## src/rtl/mesm6_bus_pkg.sv

```systemverilog
// Shared types and defaults for the MESM-6 instruction/data memory bus arbiter.
// Used by mesm6_membus_arbiter and mesm6_ifetch_buf.
package mesm6_bus_pkg;

    typedef enum logic [1:0] {
        IDLE,
        DBUS,
        IBUS,
        DONE
    } bus_state_t;

    localparam int DEF_ADDR_W      = 15;
    localparam int DEF_DATA_W      = 48;
    localparam int DEF_ACK_TIMEOUT = 255;

    // A disabled watchdog still gets a 1-bit counter so the logic stays legal.
    function automatic int wd_width(input int timeout);
        return (timeout < 1) ? 1 : $clog2(timeout + 1);
    endfunction

    localparam int DEF_WD_W = wd_width(DEF_ACK_TIMEOUT);

endpackage

```

## src/rtl/mesm6_ifetch_buf.sv

```systemverilog
// One-entry instruction fetch buffer for mesm6_membus_arbiter.
// Only instantiated when MESM6_IFETCH_BUF_EN is defined.
module mesm6_ifetch_buf
    import mesm6_bus_pkg::*;
#(
    parameter int ADDR_W = DEF_ADDR_W,
    parameter int DATA_W = DEF_DATA_W
) (
    input  logic              clk,
    input  logic              reset,
    input  logic [ADDR_W-1:0] lookup_addr,
    output logic              hit,
    output logic [DATA_W-1:0] hit_data,
    input  logic              load,
    input  logic [ADDR_W-1:0] load_addr,
    input  logic [DATA_W-1:0] load_data,
    input  logic              inval,
    input  logic [ADDR_W-1:0] inval_addr
);

    logic              valid_q;
    logic [ADDR_W-1:0] addr_q;
    logic [DATA_W-1:0] data_q;

    always_ff @(posedge clk) begin
        if (reset) begin
            valid_q <= 1'b0;
            addr_q  <= '0;
            data_q  <= '0;
        end else if (load) begin
            valid_q <= 1'b1;
            addr_q  <= load_addr;
            data_q  <= load_data;
        end else if (inval && inval_addr == addr_q) begin
            valid_q <= 1'b0;
        end
    end

    assign hit      = valid_q && (lookup_addr == addr_q);
    assign hit_data = data_q;

endmodule

```

## src/rtl/mesm6_membus_arbiter.sv

```systemverilog
// Shares one memory port between MESM-6 ibus and dbus, dbus first, with ack watchdog.
// Optional one-entry fetch buffer enabled by defining MESM6_IFETCH_BUF_EN.
module mesm6_membus_arbiter
    import mesm6_bus_pkg::*;
#(
    parameter int ADDR_W      = DEF_ADDR_W,
    parameter int DATA_W      = DEF_DATA_W,
    parameter int ACK_TIMEOUT = DEF_ACK_TIMEOUT
) (
    input  logic              clk,
    input  logic              reset,
    input  logic              ibus_fetch,
    input  logic [ADDR_W-1:0] ibus_addr,
    output logic [DATA_W-1:0] ibus_input,
    output logic              ibus_done,
    input  logic              dbus_read,
    input  logic              dbus_write,
    input  logic [ADDR_W-1:0] dbus_addr,
    input  logic [DATA_W-1:0] dbus_output,
    output logic [DATA_W-1:0] dbus_input,
    output logic              dbus_done,
    output logic              mem_req,
    output logic              mem_we,
    output logic [ADDR_W-1:0] mem_addr,
    output logic [DATA_W-1:0] mem_wdata,
    input  logic [DATA_W-1:0] mem_rdata,
    input  logic              mem_ack,
    output logic              bus_error
);

    localparam int              WD_W     = wd_width(ACK_TIMEOUT);
    localparam logic [WD_W-1:0] WD_LIMIT = WD_W'(ACK_TIMEOUT);

    bus_state_t        state_q, state_d;
    logic [WD_W-1:0]   wd_q, wd_d, wd_inc;
    logic              mem_req_d, mem_we_d;
    logic [ADDR_W-1:0] mem_addr_d;
    logic [DATA_W-1:0] mem_wdata_d, ibus_input_d, dbus_input_d;
    logic              ibus_done_d, dbus_done_d, bus_error_d;
    logic              wd_expire, finish, grant_hit, from_buf;
    logic [DATA_W-1:0] fin_data, buf_data;

    assign wd_inc    = wd_q + WD_W'(1);
    assign wd_expire = (ACK_TIMEOUT != 0) && mem_req && !mem_ack
                       && (wd_inc == WD_LIMIT);
    assign finish    = from_buf || (mem_req && (mem_ack || wd_expire));
    // Ack beats a simultaneous expiry; a bare expiry returns zero.
    assign fin_data  = from_buf ? buf_data :
                       (mem_ack ? mem_rdata : '0);

`ifdef MESM6_IFETCH_BUF_EN
    logic              buf_hit, buf_pend_q, buf_load, buf_inval;
    logic [ADDR_W-1:0] buf_lookup;

    assign buf_lookup = (state_q == IDLE) ? ibus_addr : mem_addr;
    assign buf_load   = (state_q == IBUS) && mem_req && mem_ack;
    assign buf_inval  = (state_q == DBUS) && mem_we && finish;

    mesm6_ifetch_buf #(
        .ADDR_W(ADDR_W),
        .DATA_W(DATA_W)
    ) u_ifetch_buf (
        .clk        (clk),
        .reset      (reset),
        .lookup_addr(buf_lookup),
        .hit        (buf_hit),
        .hit_data   (buf_data),
        .load       (buf_load),
        .load_addr  (mem_addr),
        .load_data  (mem_rdata),
        .inval      (buf_inval),
        .inval_addr (mem_addr)
    );

    always_ff @(posedge clk) begin
        if (reset)
            buf_pend_q <= 1'b0;
        else
            buf_pend_q <= (state_q == IDLE) && !(dbus_read || dbus_write)
                          && ibus_fetch && buf_hit;
    end

    assign grant_hit = buf_hit;
    assign from_buf  = buf_pend_q;
`else
    assign grant_hit = 1'b0;
    assign from_buf  = 1'b0;
    assign buf_data  = '0;
`endif

    always_comb begin
        state_d      = state_q;
        wd_d         = wd_q;
        mem_req_d    = mem_req;
        mem_we_d     = mem_we;
        mem_addr_d   = mem_addr;
        mem_wdata_d  = mem_wdata;
        ibus_input_d = ibus_input;
        dbus_input_d = dbus_input;
        ibus_done_d  = 1'b0;
        dbus_done_d  = 1'b0;
        bus_error_d  = 1'b0;
        unique case (state_q)
            IDLE: begin
                if (dbus_read || dbus_write) begin
                    state_d     = DBUS;
                    mem_req_d   = 1'b1;
                    mem_we_d    = dbus_write;
                    mem_addr_d  = dbus_addr;
                    mem_wdata_d = dbus_output;
                    wd_d        = '0;
                end else if (ibus_fetch) begin
                    state_d    = IBUS;
                    mem_req_d  = !grant_hit;
                    mem_we_d   = 1'b0;
                    mem_addr_d = ibus_addr;
                    wd_d       = '0;
                end
            end
            DBUS, IBUS: begin
                if (finish) begin
                    state_d     = DONE;
                    mem_req_d   = 1'b0;
                    bus_error_d = !from_buf && !mem_ack;
                    if (state_q == DBUS) begin
                        dbus_done_d = 1'b1;
                        if (!mem_we)
                            dbus_input_d = fin_data;
                    end else begin
                        ibus_done_d  = 1'b1;
                        ibus_input_d = fin_data;
                    end
                end else if (mem_req) begin
                    wd_d = wd_inc;
                end
            end
            // Core still holds the completed request here.
            DONE: state_d = IDLE;
        endcase
    end

    always_ff @(posedge clk) begin
        if (reset) begin
            state_q    <= IDLE;
            wd_q       <= '0;
            mem_req    <= 1'b0;
            mem_we     <= 1'b0;
            mem_addr   <= '0;
            mem_wdata  <= '0;
            ibus_input <= '0;
            dbus_input <= '0;
            ibus_done  <= 1'b0;
            dbus_done  <= 1'b0;
            bus_error  <= 1'b0;
        end else begin
            state_q    <= state_d;
            wd_q       <= wd_d;
            mem_req    <= mem_req_d;
            mem_we     <= mem_we_d;
            mem_addr   <= mem_addr_d;
            mem_wdata  <= mem_wdata_d;
            ibus_input <= ibus_input_d;
            dbus_input <= dbus_input_d;
            ibus_done  <= ibus_done_d;
            dbus_done  <= dbus_done_d;
            bus_error  <= bus_error_d;
        end
    end

endmodule

```

## config.mk

```make
export PLATFORM = sky130hd
export DESIGN_NAME = mesm6_membus_arbiter
export DESIGN_NICKNAME = d
export VERILOG_FILES = /design/src/rtl/mesm6_bus_pkg.sv /design/src/rtl/mesm6_ifetch_buf.sv /design/src/rtl/mesm6_membus_arbiter.sv
export SDC_FILE = /design/constraint.sdc
export NUM_CORES = 1
export LEC_CHECK = 0
export CORE_UTILIZATION = 30
export DETAILED_ROUTE_END_ITERATION = 8
export GPL_TIMING_DRIVEN = 0
export PLACE_DENSITY = 0.67
export SYNTH_ARGS = -nofsm -noshare
export SYNTH_HDL_FRONTEND = slang
export SYNTH_SLANG_ARGS = --single-unit
```

## constraint.sdc

```tcl
create_clock -name clk -period 1.95 [get_ports clk]
set_input_delay 0.2925 -clock clk [delete_from_list [all_inputs] [get_ports clk]]
set_output_delay 0.2925 -clock clk [all_outputs]
set_load 0.01 [all_outputs]
```

==> qor.yml, run 1 <==
run_status:
  status: "finished with violations"
  violations: "negative setup slack"
hold_path:
  hold_class: "in -> reg"
worst_setup_path:
  crit_end: "dbus_input[7]$_SDFFE_PP0P_"
  r2r_slack_ps: -170
  critPathCaptureType: "flop"
  crit_slowest_cell: "dfxtp_4"
  required_ps: 2240
  r2r-end: "dbus_input[7]$_SDFFE_PP0P_"
  cp-startpoint: "wd_q[0]$_SDFFE_PP0P_"
  crit_type: "reg -> reg"
  worst-r2r-cell-count: 10
  arrival_ps: 2410
  path_max_fanout: 6
  start_kind: "flop"
  cp_num_cells: 10
  crit_family: "buffers and inverters"
  worstPathCellList: "buf_4, inv_1, ha_2, a41oi_4, a211oi_4, nand4b_4, clkbuf_16, buf_12, nand3_4, o31ai_4"
  worstPathBufferInverterCount: 4
  cpPeakStageDelay_ps: 360
  reg2reg_from: "wd_q[0]$_SDFFE_PP0P_"
clock_network:
  cts_buffer_depth: 2
  insertion_delay_ps: 430
  htree_levels: 4
  cts_buffers: 17
  cts_tree: "built"
  clock_sinks: 174
  root_buffer: "clkbuf_16"
  path_clk_slew_ps: 80
  hold_buffers: 0
timing:
  period_needed_ps: 2120
  finalSetupViolCount: 103
  min_period_over_period_pct: 109
  setup_ws_ps: -169
  skew_ps: 11.1
  fin_setup_tns_ps: -11530
  holdWs_ps: 395
  final_max_slew_viol_count: 0
  slew_headroom_pct: 43.5
  worstMarginPinSlew_ps: 847
  hold_viol: 0
  rsz0062_at_grt: "true"
  max_freq_ghz: 0.472
synth:
  synth_fp_nets: 981
  netlist_area_um2: 7130
  synth.avg_cell_area_um2: 8.45
  synth_top_area_share_pct: 48.9
  synthesis.instances: 844
  yosys-top-cells-area: "dfxtp_1, nand2_1, a21oi_1"
  yosys.area.top_type: "dfxtp_1"
  synth-seq-cells: 174
  ys_top_cells_by_count: "nand2_1, dfxtp_1, a21oi_1"
  ys_seq_area_share_pct: 48.9
  synth_ff_type: "dfxtp_1"
  synth.most_common_cell: "nand2_1"
  synth_warnings: 0
  synth-edff-count: 0
  synth_cell_types: 46
  async_flop_share_pct: 0
pwr:
  power_density_nw_per_um2: 819
  peakVddDrop_mv: 0.542
  power_mw: 10.2
  p_leak_nw: 4.34
drt:
  wl_per_cell_um: 17.3
  routed-via-count: 7456
  first_pass_iters: 4
  via_per_inst: 4.89
  drt-initial-drc-count: 356
  drc: 0
  wl_mm: 26.4
  ant_nets: 0
floorplan:
  die_w_um: 156
  die_h_um: 156
  start_util_pct: 30.5
  die-area_um2: 24400
  fp.coreArea_um2: 23400
  placementRows: 56
  pin_count: 296
place:
  place_ws_ps: -897
  placed_area_um2: 10500
  dp.cells: 1457
  place.gp.congestion: 0.818
  io_buffers: 294
  dp_hpwl_mm: 18.5
cells_and_area:
  finalNetCount: 1331
  final_layout_size_suffix_gt1_share_pct: 22.9
  syn_to_final_growth_pct: 74.5
  final_cells: 1526
  n_antenna_cell: 0
  final_util_pct: 53.2
  finish.instance_area_um2: 12400
grt:
  grt_max_degree: 19
  gr-usage-all-layers_pct: 20.1
  grt_overflow: 0
  grt_pass1_vias: 6833
  antenna_found_initial: 0
  grt_pass1_wl_mm: 37.6
job:
  max_cap_viol_count: 0
## area by class of cell
type | instances | area [µm²]
buffer | 74 | 505
tap | 319 | 399
clock buffer | 18 | 439
timing repair buffer | 334 | 3520
fill | 2176 | 11000
clock inverter | 14 | 139
sequential | 174 | 3490
multi-input combinational | 587 | 3920
inverter | 6 | 22.5
## cells by family (layout without fill, tap and decap cells)
family | count (synthesis) | after routing | synth area share [%]
AO/OA/AOI/OAI | 208 | 208 | 20.5
flip-flops | 174 | 174 | 48.9
buffers and inverters | 83 | 446 | 5.37
AND/OR/NAND/NOR | 370 | 370 | 23.7
multiplexers | 2 | 2 | 0.298
adder cells (fa/ha/maj) | 5 | 5 | 0.878
XOR/XNOR | 2 | 2 | 0.351
## worst min-delay path: stages
cell and delay [ps]:
clkbuf_1 200, o21ai_0 200, a311oi_1 80
## where the power goes
part           total, mW  switching, mW  leakage [nW]  internal, mW
Clock               3.37           1.63         0.288          1.74
Sequential          4.04          0.177          1.42          3.87
Combinational       2.77           1.47          2.63          1.29
Total               10.2           3.28          4.34          6.90
## layout by cell type, fill, tap and decap left out, types with 14 or more instances in the layout
master and n:
a311oi_1 15, clkbuf_16 24, o21ai_0 19, buf_6 14, nand3_2 61, nor2_1 23
buf_4 19, clkdlybuf4s50_1 293, nand3_1 32, clkbuf_1 33, o31ai_2 35, a21oi_1 73
nand2_1 216, dfxtp_1 169, a21oi_2 27
## per-layer routing
| layer | GRT usage [%] | wire length, µm |
|---|---|---|
| met5 | 0 | 0 |
| met4 | 5.42 | 345 |
| met3 | 6.25 | 1960 |
| met2 | 33.8 | 12900 |
| met1 | 24.6 | 11100 |
## what timing repair did
action,4_1_cts,5_1_grt
resized for setup,76,149
gates cloned,3,8
setup buffers,20,10
setup endpoints to repair,155,132
pin swaps,18,40
## worst min path at each step
stage / startpoint / endpoint / cells after the start
floorplan: dbus_output[0] / mem_wdata[0]$_SDFFE_PP0P_ / 2
global placement: mem_wdata[23]$_SDFFE_PP0P_ / mem_wdata[23]$_SDFFE_PP0P_ / 2
detailed placement: mem_wdata[34]$_SDFFE_PP0P_ / mem_wdata[34]$_SDFFE_PP0P_ / 2
CTS: dbus_output[8] / mem_wdata[8]$_SDFFE_PP0P_ / 3
global route: dbus_output[32] / mem_wdata[32]$_SDFFE_PP0P_ / 3
finish: dbus_write / mem_addr[14]$_SDFFE_PP0P_ / 3
## registers in the layout, summed over array words and instances (netlist names), 2 cells and up
signal	count
ibus_input	48
state_q	2
dbus_input	48
wd_q	8
mem_addr	15
mem_wdata	48
(Power assumes the default switching activity.)
==> run 2: changes to the inputs <==
--- a/config.mk
+++ b/config.mk
@@ -9,6 +9,7 @@
 export DETAILED_ROUTE_END_ITERATION = 8
 export GPL_TIMING_DRIVEN = 0
 export PLACE_DENSITY = 0.67
+export REMOVE_ABC_BUFFERS = 1
 export SYNTH_ARGS = -nofsm -noshare
 export SYNTH_HDL_FRONTEND = slang
 export SYNTH_SLANG_ARGS = --single-unit
==> run 2 against run 1 <==
The run still ends with negative setup slack left. Global-route usage shrank 0.50 points. Clock power is essentially flat. Combinational power about the same. Non-clock buffer count shrank 70. Setup slack improved by 77 ps. Core utilization is 2.6 points lower. Critical path depth fell by 1. Total power down 0.47%. Count of clock-buffer cells in the layout increased by 1. Sequential power barely moved. First-iteration DRC count rose by 12%. Largest power group unchanged. Highest routed layer unchanged.
==> qor.yml, run 2 (same netlist as run 1, synthesis figures left out) <==
cells_and_area:
  final_cells: 1463  # -4.1%
  syn_to_final_growth_pct: 65.9
  final_common_cell: "clkdlybuf4s50_1"
  finalNetCount: 1268  # -4.7%
  final_util_pct: 50.5  # -2.6 points
  reg.largest.list: "dbus_input (48), ibus_input (48), mem_wdata (48)"
  n_antenna_cell: 0  # unchanged
  final_layout_size_suffix_gt1_share_pct: 16.8  # -6.1 points
  nFillCells: 2192  # +0.74%
  final_cell_mix: "clkdlybuf4s50_1, nand2_1, dfxtp_1"
  finish.instance_area_um2: 11800  # -5.0%
grt:
  grt_pass1_wl_mm: 37.2  # -1.0%
  grt_max_degree: 94  # +75
  grt_pass1_vias: 6887  # +0.79%
  top_usage_layer: "met2"
  gr-usage-all-layers_pct: 19.6  # -0.50 points
  grt_overflow: 0  # unchanged
  met1_usage_pct: 22.5  # -2.1 points
  grt_use_met3_pct: 7.64  # +1.4 points
  antenna_found_initial: 0  # unchanged
  use_met2_pct: 33.0  # -0.81 points
clock_network:
  cts_buffer_depth: 2  # unchanged
  path_clk_slew_ps: 70  # about the same
  root_buffer: "clkbuf_16"
  htree_levels: 4  # unchanged
  cts_buffers: 17  # unchanged
  hold_buffers: 0  # unchanged
  clock_sinks: 174  # unchanged
  cts_tree: "built"
  insertion_delay_ps: 430  # about the same
timing:
  hold_viol: 0  # unchanged
  skew_ps: 14.1  # +2.98 ps
  rsz0062_at_grt: "true"
  period_needed_ps: 2040  # -77.4 ps
  finalSetupViolCount: 88  # -15%
  max_freq_ghz: 0.490  # +3.8%
  final_max_slew_viol_count: 0  # unchanged
  holdWs_ps: 312  # -82.9 ps
  setup_ws_ps: -91.3  # +77.4 ps
  worstMarginPinSlew_ps: 863  # +16.2 ps
  min_period_over_period_pct: 105  # -4.0 points
  fin_setup_tns_ps: -4770  # +6760 ps
  slew_headroom_pct: 42.5  # -1.1 points
place:
  place_ws_ps: -1410  # -508 ps
  dp_hpwl_mm: 14.6  # -21%
  io_buffers: 295  # +0.34%
  place.gp.congestion: 0.752  # -8.0%
  placed_area_um2: 10400  # -1.1%
  dp.cells: 1390  # -4.6%
drt:
  wl_per_cell_um: 17.1  # -0.90%
  routed-via-count: 7186  # -3.6%
  drc: 0  # unchanged
  ant_nets: 0  # unchanged
  first_pass_iters: 4  # unchanged
  drt-initial-drc-count: 397  # +12%
  wl_mm: 25.0  # -5.0%
  via_per_inst: 4.91  # +0.53%
floorplan:
  die_w_um: 156  # unchanged
  placementRows: 56  # unchanged
  start_util_pct: 30.5  # unchanged
  die_h_um: 156  # unchanged
  pin_count: 296  # unchanged
  die-area_um2: 24400  # unchanged
  fp.coreArea_um2: 23400  # unchanged
pwr:
  p_seq_share_pct: 39.8  # about the same
  power.internal_mw: 6.91  # about the same
  peakVddDrop_mv: 0.727  # +34%
  power_mw: 10.1  # -0.47%
  power_density_nw_per_um2: 857  # +4.7%
  p_leak_nw: 4.12  # -5.1%
  p_sw_share_pct: 31.8  # -0.38 points
  power_switching_mw: 3.23  # -1.6%
  p_comb_share_pct: 27.2  # about the same
  p_clk_share_pct: 32.9  # -0.2 points
worst_setup_path:
  crit_type: "in -> reg"
  path_max_fanout: 69  # +63
  start_kind: "input pin"
  critPathCaptureType: "flop"
  arrival_ps: 2330  # -80 ps
  cpPeakStageDelay_ps: 350  # about the same
  required_ps: 2240  # about the same
  crit_slowest_cell: "a211oi_2"
  path_common_cell: "buf_12"
  crit_family: "buffers and inverters"
  worstPathBufferInverterCount: 4  # unchanged
  worstPathCellList: "buf_4, buf_16, o21ba_1, a211oi_2, nand4b_4, buf_12, buf_12, nand3_1, o31ai_2"
job:
  max_cap_viol_count: 0  # unchanged
run_status:
  violations: "negative setup slack"
  status: "finished with violations"
hold_path:
  hold_class: "in -> reg"
-- run 2: changes by cell type in the layout (fill, tap and decap cells not counted), sizes merged, moves of 2 or more --
cell           change
and3               +2
clkbuf            -48
clkdlybuf4s50      -2
nand3              +2
clkinv             -4
clkinvlp           +4
buf               -20
-- run 2: what timing repair did --
item | 4_1_cts | 5_1_grt
setup endpoints to repair | 172 | 106
gates cloned | 10 | 7
pin swaps | 21 | 6
resized for setup | 63 | 28
buffers inserted | 21 | 3
-- run 2: worst reg2reg max path, stage by stage, from the launching register on --
cell	delay (ps)
dfxtp_4	390
ha_4	170
xor2_2	160
a41oi_2	160
a211oi_2	300
nand4b_4	180
buf_12	200
buf_12	170
nand3_1	100
o31ai_2	80
-- run 2: worst paths after layout --
kind                                             startpoint  slack (ps)                           to  cells past startpoint
worst max-delay path                                mem_ack         -90  dbus_input[35]$_SDFFE_PP0P_                      9
worst min-delay path                                mem_ack         310  dbus_input[36]$_SDFFE_PP0P_                      3
worst max register to register         wd_q[0]$_SDFFE_PP0P_         -80  dbus_input[35]$_SDFFE_PP0P_                      9
worst min register to register  ibus_input[39]$_SDFFE_PP0P_         450  ibus_input[39]$_SDFFE_PP0P_                      2
-- run 2: final cells by class --
type / instances / area, µm² / share of cell area, %
Clock buffer: 19 / 443 / 3.75
Clock inverter: 13 / 121 / 1.03
Tap cell: 319 / 399 / 3.38
Multi-Input combinational cell: 594 / 3680 / 31.1
Inverter: 6 / 22.5 / 0.190
Timing Repair Buffer: 338 / 3660 / 30.9
Sequential cell: 174 / 3500 / 29.6
-- run 2: layer usage --
metal	up-vias	part of all wire (%)
li1	3522	-
met1	3379	41
met2	265	48
met3	20	9.2
met4	0	1.8
met5	-	0
-- run 2: power by group through the flow --
stage	Combinational, mW	Sequential (mW)	Clock, mW
floorplan	0.932	4.24	0
global placement	2.38	4.11	0
detailed placement	2.48	4.12	0
CTS	2.69	4.04	3.44
global route	3.01	4.08	3.59
finish	2.76	4.04	3.34
